### config.mk
export PLATFORM = sky130hd
export DESIGN_NAME = an_sec_serial_decoder
export DESIGN_NICKNAME = d
export VERILOG_FILES = /design/src/rtl/an_sec_serial_decoder.sv
export SDC_FILE = /design/constraint.sdc
export NUM_CORES = 1
export LEC_CHECK = 0
export ABC_AREA = 1
export BUFFER_PORTS_ARGS = -buffer_cell sky130_fd_sc_hd__clkbuf_2
export CAP_MARGIN = 20
export CORE_MARGIN = 2
export CORE_UTILIZATION = 45
export CTS_CLUSTER_DIAMETER = 80
export CTS_CLUSTER_SIZE = 40
export DETAILED_ROUTE_END_ITERATION = 8
export SLEW_MARGIN = 20
export SYNTH_ARGS = -nofsm -noshare
export SYNTH_HDL_FRONTEND = slang
export SYNTH_SLANG_ARGS = --single-unit
### constraint.sdc
create_clock -name clk -period 5.23 [get_ports clk]
set_input_delay 1.046 -clock clk [delete_from_list [all_inputs] [get_ports clk]]
set_output_delay 1.046 -clock clk [all_outputs]
set_load 0.02 [all_outputs]
### src/rtl/an_sec_serial_decoder.sv
// Bit-serial single-error-correcting AN code decoder: residue by shift/subtract, error search by doubling mod A.
// Optional AN_SEC_STATS_EN adds saturating corrected/uncorrectable result counters.
module an_sec_serial_decoder #(
    parameter int unsigned CW_W = 19,
    parameter int unsigned A    = 1939,
    parameter int unsigned R_W  = 11,
    parameter int unsigned L_W  = 6
) (
    input  logic            clk,
    input  logic            rst,
    input  logic            in_valid,
    output logic            in_ready,
    input  logic [CW_W-1:0] in_cw,
    output logic            out_valid,
    input  logic            out_ready,
    output logic [CW_W-1:0] out_cw,
    output logic [L_W-1:0]  out_loc,
    output logic            out_err,
    output logic            out_uncorr
`ifdef AN_SEC_STATS_EN
   ,output logic [15:0]     stat_corr,
    output logic [15:0]     stat_uncorr
`endif
);

    localparam int unsigned C_W = $clog2(CW_W + 1);
    localparam logic [R_W:0]   A_X = (R_W+1)'(A);
    localparam logic [R_W-1:0] A_R = R_W'(A);

    typedef enum logic [1:0] {
        IDLE = 2'd0,
        REM  = 2'd1,
        SRCH = 2'd2,
        DONE = 2'd3
    } state_t;

    state_t          state_q, state_d;
    logic [CW_W-1:0] cw_q, cw_d;
    logic [CW_W-1:0] sr_q, sr_d;
    logic [C_W-1:0]  cnt_q, cnt_d;
    logic [R_W-1:0]  rem_q, rem_d;
    logic [R_W-1:0]  p_q, p_d;
    logic [CW_W-1:0] mask_q, mask_d;
    logic [L_W-1:0]  k_q, k_d;
    logic            in_ready_q, in_ready_d;
    logic            out_valid_q, out_valid_d;
    logic [CW_W-1:0] out_cw_q, out_cw_d;
    logic [L_W-1:0]  out_loc_q, out_loc_d;
    logic            out_err_q, out_err_d;
    logic            out_uncorr_q, out_uncorr_d;

    logic [R_W:0]    rem_ext, p_ext;
    logic [R_W-1:0]  rem_nxt, p_nxt;

    // Shift-in and doubling steps, each reduced by a single conditional subtract of A
    always_comb begin
        rem_ext = {rem_q, sr_q[CW_W-1]};
        rem_nxt = (rem_ext >= A_X) ? R_W'(rem_ext - A_X) : R_W'(rem_ext);
        p_ext   = {p_q, 1'b0};
        p_nxt   = (p_ext >= A_X) ? R_W'(p_ext - A_X) : R_W'(p_ext);
    end

    always_comb begin
        state_d      = state_q;
        cw_d         = cw_q;
        sr_d         = sr_q;
        cnt_d        = cnt_q;
        rem_d        = rem_q;
        p_d          = p_q;
        mask_d       = mask_q;
        k_d          = k_q;
        out_valid_d  = out_valid_q;
        out_cw_d     = out_cw_q;
        out_loc_d    = out_loc_q;
        out_err_d    = out_err_q;
        out_uncorr_d = out_uncorr_q;

        unique case (state_q)
            IDLE: begin
                if (in_valid) begin
                    cw_d    = in_cw;
                    sr_d    = in_cw;
                    rem_d   = '0;
                    cnt_d   = '0;
                    state_d = REM;
                end
            end
            REM: begin
                rem_d = rem_nxt;
                sr_d  = {sr_q[CW_W-2:0], 1'b0};
                cnt_d = cnt_q + C_W'(1);
                if (cnt_q == C_W'(CW_W - 1)) begin
                    if (rem_nxt == '0) begin
                        state_d      = DONE;
                        out_cw_d     = cw_q;
                        out_loc_d    = '0;
                        out_err_d    = 1'b0;
                        out_uncorr_d = 1'b0;
                    end else begin
                        state_d = SRCH;
                        p_d     = R_W'(1);
                        k_d     = L_W'(1);
                        mask_d  = CW_W'(1);
                    end
                end
            end
            SRCH: begin
                // p tracks 2^(k-1) mod A; A odd means both compares never hit together
                if (p_q == rem_q) begin
                    state_d      = DONE;
                    out_cw_d     = cw_q - mask_q;
                    out_loc_d    = k_q;
                    out_err_d    = 1'b1;
                    out_uncorr_d = 1'b0;
                end else if (p_q == (A_R - rem_q)) begin
                    state_d      = DONE;
                    out_cw_d     = cw_q + mask_q;
                    out_loc_d    = L_W'(0) - k_q;
                    out_err_d    = 1'b1;
                    out_uncorr_d = 1'b0;
                end else if (k_q == L_W'(CW_W)) begin
                    state_d      = DONE;
                    out_cw_d     = cw_q;
                    out_loc_d    = '0;
                    out_err_d    = 1'b1;
                    out_uncorr_d = 1'b1;
                end else begin
                    p_d    = p_nxt;
                    k_d    = k_q + L_W'(1);
                    mask_d = {mask_q[CW_W-2:0], 1'b0};
                end
            end
            DONE: begin
                if (out_valid_q && out_ready) begin
                    out_valid_d = 1'b0;
                    state_d     = IDLE;
                end else begin
                    out_valid_d = 1'b1;
                end
            end
            default: state_d = IDLE;
        endcase

        in_ready_d = (state_d == IDLE);
    end

    always_ff @(posedge clk) begin
        if (rst) begin
            state_q      <= IDLE;
            cw_q         <= '0;
            sr_q         <= '0;
            cnt_q        <= '0;
            rem_q        <= '0;
            p_q          <= '0;
            mask_q       <= '0;
            k_q          <= '0;
            in_ready_q   <= 1'b1;
            out_valid_q  <= 1'b0;
            out_cw_q     <= '0;
            out_loc_q    <= '0;
            out_err_q    <= 1'b0;
            out_uncorr_q <= 1'b0;
        end else begin
            state_q      <= state_d;
            cw_q         <= cw_d;
            sr_q         <= sr_d;
            cnt_q        <= cnt_d;
            rem_q        <= rem_d;
            p_q          <= p_d;
            mask_q       <= mask_d;
            k_q          <= k_d;
            in_ready_q   <= in_ready_d;
            out_valid_q  <= out_valid_d;
            out_cw_q     <= out_cw_d;
            out_loc_q    <= out_loc_d;
            out_err_q    <= out_err_d;
            out_uncorr_q <= out_uncorr_d;
        end
    end

    assign in_ready   = in_ready_q;
    assign out_valid  = out_valid_q;
    assign out_cw     = out_cw_q;
    assign out_loc    = out_loc_q;
    assign out_err    = out_err_q;
    assign out_uncorr = out_uncorr_q;

`ifdef AN_SEC_STATS_EN
    logic        hs;
    logic [15:0] stat_corr_q, stat_corr_d;
    logic [15:0] stat_uncorr_q, stat_uncorr_d;

    // Count each result class once, on the cycle the consumer takes it
    always_comb begin
        hs            = (state_q == DONE) && out_valid_q && out_ready;
        stat_corr_d   = stat_corr_q;
        stat_uncorr_d = stat_uncorr_q;
        if (hs && out_uncorr_q && (stat_uncorr_q != 16'hFFFF)) begin
            stat_uncorr_d = stat_uncorr_q + 16'd1;
        end
        if (hs && out_err_q && !out_uncorr_q && (stat_corr_q != 16'hFFFF)) begin
            stat_corr_d = stat_corr_q + 16'd1;
        end
    end

    always_ff @(posedge clk) begin
        if (rst) begin
            stat_corr_q   <= '0;
            stat_uncorr_q <= '0;
        end else begin
            stat_corr_q   <= stat_corr_d;
            stat_uncorr_q <= stat_uncorr_d;
        end
    end

    assign stat_corr   = stat_corr_q;
    assign stat_uncorr = stat_uncorr_q;
`endif

endmodule
### Word-level counts from Yosys, hierarchy flattened

Cells that the tools add are included.

* mux-type cells: 56
* equal/unequal tests: 15
* $lt $le $gt $ge: 2
* reductions and logical operators: 10
* $add $sub $neg: 8

Operator list (count)
* 19-bit two-way mux: 11
* 19-bit case mux with 2 select lines: 3
* 11-bit two-way mux: 8
* 6-bit two-way mux: 10
* 11-bit case mux with 2 select lines: 2
* 12-bit by 11-bit greater-or-equal comparator with 1-bit output (second input constant): 2
* 6-bit case mux with 2 select lines: 2
* 11-bit == test: 2
* 11-bit subtractor (second input constant): 2
* 19-bit adder: 1
* 19-bit subtractor: 1
* 2-bit inequality test (second input constant): 7
* 2-bit two-way mux: 6
* 11-bit zero test: 1
* 11-bit subtractor (first input constant): 1
* 5-bit case mux with 2 select lines: 1
* 1-bit two-way mux: 9
* 2-bit case mux with 4 select lines: 1
* 6-bit by 1-bit adder with 6-bit output (second input constant): 1
* 6-bit by 5-bit == test with 1-bit output (second input constant): 1
* 6-bit AND reduction: 1
* 1-bit by 6-bit subtractor with 6-bit output (first input constant): 1
* 5-bit by 1-bit adder with 5-bit output (second input constant): 1
* 5-bit == test (second input constant): 1
* other kinds (10): 15

* input port bits: 23
* register bits after elaboration: 121
* logic and storage cells: 105

### Longest topological paths before layout

* depth after elaboration: 7
* depth in mapped cells: 20

### Worst setup path before layout

Ideal clock, no wire load.

* path kind: register to register
* start point: register rem_q[3]
* end point: register k_q[2]
* setup time: 115 ps
* stages on the path, launching flop included: 19
* data arrival time: 2177 ps
* path slack: 2938 ps
* path buffers: 3
* path through: dfxtp_1 buf_2 inv_1 ha_1 inv_1 nand2_1 nand2_1 nor2_1 nand2_2 nor2_2 nand3_2 nor2_4 nor2_2 nand2_4 nand2_4 buf_6 buf_6 a21oi_1 nor2_1

* cells in the longest elaborated chain, start to end: 5
* elaborated cells between the ends (all ways): 11

RTL lines
* start, declared: RTL line 41 `logic [R_W-1:0] rem_q, rem_d;`
* start signal, assigned: RTL line 168 `rem_q <= rem_d;`
* 11-bit subtractor / 12-bit by 11-bit greater-or-equal comparator with 1-bit output (equally long branches): RTL line 58 `rem_nxt = (rem_ext >= A_X) ? R_W'(rem_ext - A_X) : R_W'(rem_ext);`
* 11-bit two-way mux: RTL line 58
* 11-bit zero test: RTL line 93 `if (rem_nxt == '0) begin`
* 2-bit inequality test (no line)
* 6-bit AND reduction (no line) *
* end signal, assigned: RTL line 171 `k_q <= k_d;`
* end, declared: RTL line 44 `logic [L_W-1:0] k_q, k_d;`

Mark *: on every way between the ends. The rest lies on a longest branch, timed or not.
A chain may end at the register's enable or synchronous reset.

### Worst setup path after layout

* start point: register rem_q[2]
* end point: register mask_q[1]

* cells in the longest elaborated chain, start to end: 5
* elaborated cells between the ends (all ways): 11

RTL lines
* 11-bit subtractor / 12-bit by 11-bit greater-or-equal comparator with 1-bit output (equally long branches): RTL line 58
* 11-bit two-way mux: RTL line 58
* 11-bit zero test: RTL line 93
* 2-bit inequality test (no line)
* 6-bit AND reduction (no line) *
* end signal, assigned: RTL line 170 `mask_q <= mask_d;`
* end, declared: RTL line 43 `logic [CW_W-1:0] mask_q, mask_d;`

Marks and branches as above.

==> qor.csv <==
metric,value,unit
worstMarginPinSlew,1017,ps
cts_setup_buffers,0,
cts_buffer_depth,2,
synth_area_leaders,"dfxtp_1, nand2_1, a21oi_1",
port_buffers,51,
grt_usage,0.2695,
cp_slowest_stage_delay,530,ps
wirelength,27540,microns
crit_required,5580,ps
route.antenna.remaining_nets,0,
post-place-cells,1704,
synthArstFlopShare,0,
yosysMostFrequentCell,nand2_1,
die_y,144.7,microns
ys_warn_count,0,
grt_pass1_wl,43310,microns
status,completed,
drive_gt1_frac,0.1123,
final_area,9861,sq um
r2r_start,rem_q[2],
synth.ff_latch_count,121,
placed_area,9221,sq um
min_period,3295,ps
maxCapViolCount,0,
cts-root-buf,clkbuf_16,
peakVddDrop,0.2271,mV
yosysTopAreaCell,dfxtp_1,
ys.flop_type,dfxtp_1,
clk_latency,420,ps
crit_type,reg2reg,
slew-limit-headroom,0.3214,
critPathSlowestCell,dfxtp_1,
hold_path.class,reg2reg,
antenna_cells,0,
synth_fp_nets,1514,
drtIter0Drc,763,
die_w,144.7,microns
vias_per_cell,5.191,
hold_viol,0,
crit_chain,inv_2 > ha_1 > inv_1 > nand2_1 > nand2_1 > nand2_1 > nand2_1 > nand2_1 > nor2_1 > nand3_2 > nor2_4 > nor2_2 > nand2_4 > nand2_4 > inv_2 > nor2_1 > nor2_1,
synth_cell_types,52,
final_nets,1528,
drtPass1Iterations,5,
ys_seq_area_frac,0.2720,
dp_hpwl,20860,microns
tns,0,ps
grt_pass1_vias,7891,
cts.repair.resized,0,
synth_edf_count,0,
total_power,2.619,mW
drc,0,
ff2ff_path_depth,17,
synth_common_cells,"nand2_1, inv_1, nor2_1",
drv_slew,0,
whs_endpoint,sr_q[0],
rsz0062_at_grt,false,
synth.cell_area,8905,sq um
final-setup-viol-count,0,
clkSlewWorstSetupHoldPaths,60,ps
clock_skew,12.04,ps
overflow,0,
netlist_instances,1444,
fmax,303.5,MHz
io-pin-count,52,
gp_congestion,1.035,
grt_max_degree,81,
cp.arrival,3640,ps
avgSynthCellArea,6.167,sq um
min_period_over_period,0.6301,
power.leakage,4.868,nW
fp-row-count,51,
worstPathMaxFanout,39,
fillers,1981,
cts.sinks,121,
hp-start,sr_q[0],
p_per_area,265.6,nW/um^2
cts_inserted_buffers,17,
cts_tree,yes,
fin_util,0.5067,
cp_common_cell,nand2_1,
whs_path_depth,2,
core,19460,sq um
worst_setup_path_start_kind,flop,
htree_levels,4,
end_kind,flop,
rr_endpoint,mask_q[1],
antenna_found_initial,0,
layout.cells.non_filler,1734,
syn2layout_area_growth,10.73,%
die-area,20930,sq um
reg2reg_slack,1930,ps
start_util,0.4575,
via_count,9001,
synth_top_area_share,0.2720,
wire_per_inst,15.88,microns
cts_hold_buf,0,
## routing by layer
layer	share of wire	vias to the layer above	track usage
li1	-	4628	-
met1	0.50	4009	0.4089
met2	0.40	327	0.3821
met3	0.078	37	0.05364
met4	0.021	0	0.07869
met5	0	-	0
## critical path, delay by kind of cell, from the launching register on
kind / cells / cell delay (ps)
simple gates: 13 / 1700
buf+inv: 3 / 690
flops: 1 / 530
fa+ha+maj: 1 / 260
## final cells by class
cell class / instances / area [sq um] / share of cell area
clock buffers: 18 / 439.2 / 0.04454
multi-input cells: 1102 / 5559 / 0.5638
flip-flops and latches: 121 / 2422 / 0.2457
inverters: 160 / 615.6 / 0.06243
repair buffers: 56 / 292.8 / 0.02969
well taps: 265 / 331.6 / 0.03363
clock inverters: 12 / 200.2 / 0.02030
## flip-flops by register name (all words and copies together), names as in the netlist
signal,flops
cnt_q,5
cw_q,19
in_ready,1
k_q,6
mask_q,19
out_cw,19
out_err,1
out_loc,6
out_uncorr,1
out_valid,1
p_q,11
rem_q,11
sr_q,19
state_q,2
## cell families after synthesis
kind of cell             share of synthesized area
AO/OA/AOI/OAI                               0.1484
XOR/XNOR                                   0.02656
adder cells (fa/ha/maj)                    0.06773
buffers and inverters                       0.1043
flip-flops                                  0.2720
AND/OR/NAND/NOR                             0.3811
## worst max path at each step
stage | startpoint | endpoint | slack [ps] | cells past startpoint
2_1_floorplan | rem_q[3] | k_q[2] | 2940 | 18
3_3_place_gp | rem_q[2] | p_q[2] | 2010 | 16
3_5_place_dp | rem_q[2] | p_q[3] | 1990 | 16
4_1_cts | rem_q[2] | mask_q[1] | 1970 | 17
5_1_grt | rem_q[2] | mask_q[2] | 1620 | 17
6_report | rem_q[2] | mask_q[1] | 1930 | 17
## placed cells by master, fill, tap and decap left out, types with 3 or more instances in the layout
master        n
a21oi_1     118
a21oi_2       9
a31oi_1      19
buf_4         5
bufinv_16     5
clkbuf_16    17
clkbuf_2     50
clkinv_4      4
clkinvlp_4    3
dfxtp_1     121
ha_1         45
inv_1       141
inv_2        15
nand2_1     501
nand2_2      17
nand2_4       9
nand3_1      88
nand3_2       4
nand3b_1      5
nand4_1      12
nor2_1      129
nor2_2        7
nor2_4        3
nor3_1        4
o211ai_1      3
o21ai_0      40
o21ai_1      17
o21bai_1     12
or2_2         5
xnor2_1       5
xor2_1       22
## metrics by stage
stage,setup WS (ps),hold slack (ps)
floorplan,2938,441.1
global placement,2014,451.4
detailed placement,1987,455.1
CTS,1971,464.9
global route,1622,485.1
finish,1935,462.4
## where the power goes
group	leakage (nW)	internal, mW	switching, mW
sequential	0.981	0.945	0.0334
clock	0.304	0.852	0.442
combinational	3.58	0.113	0.234
total	4.87	1.91	0.710
(Power assumes the default switching activity.)
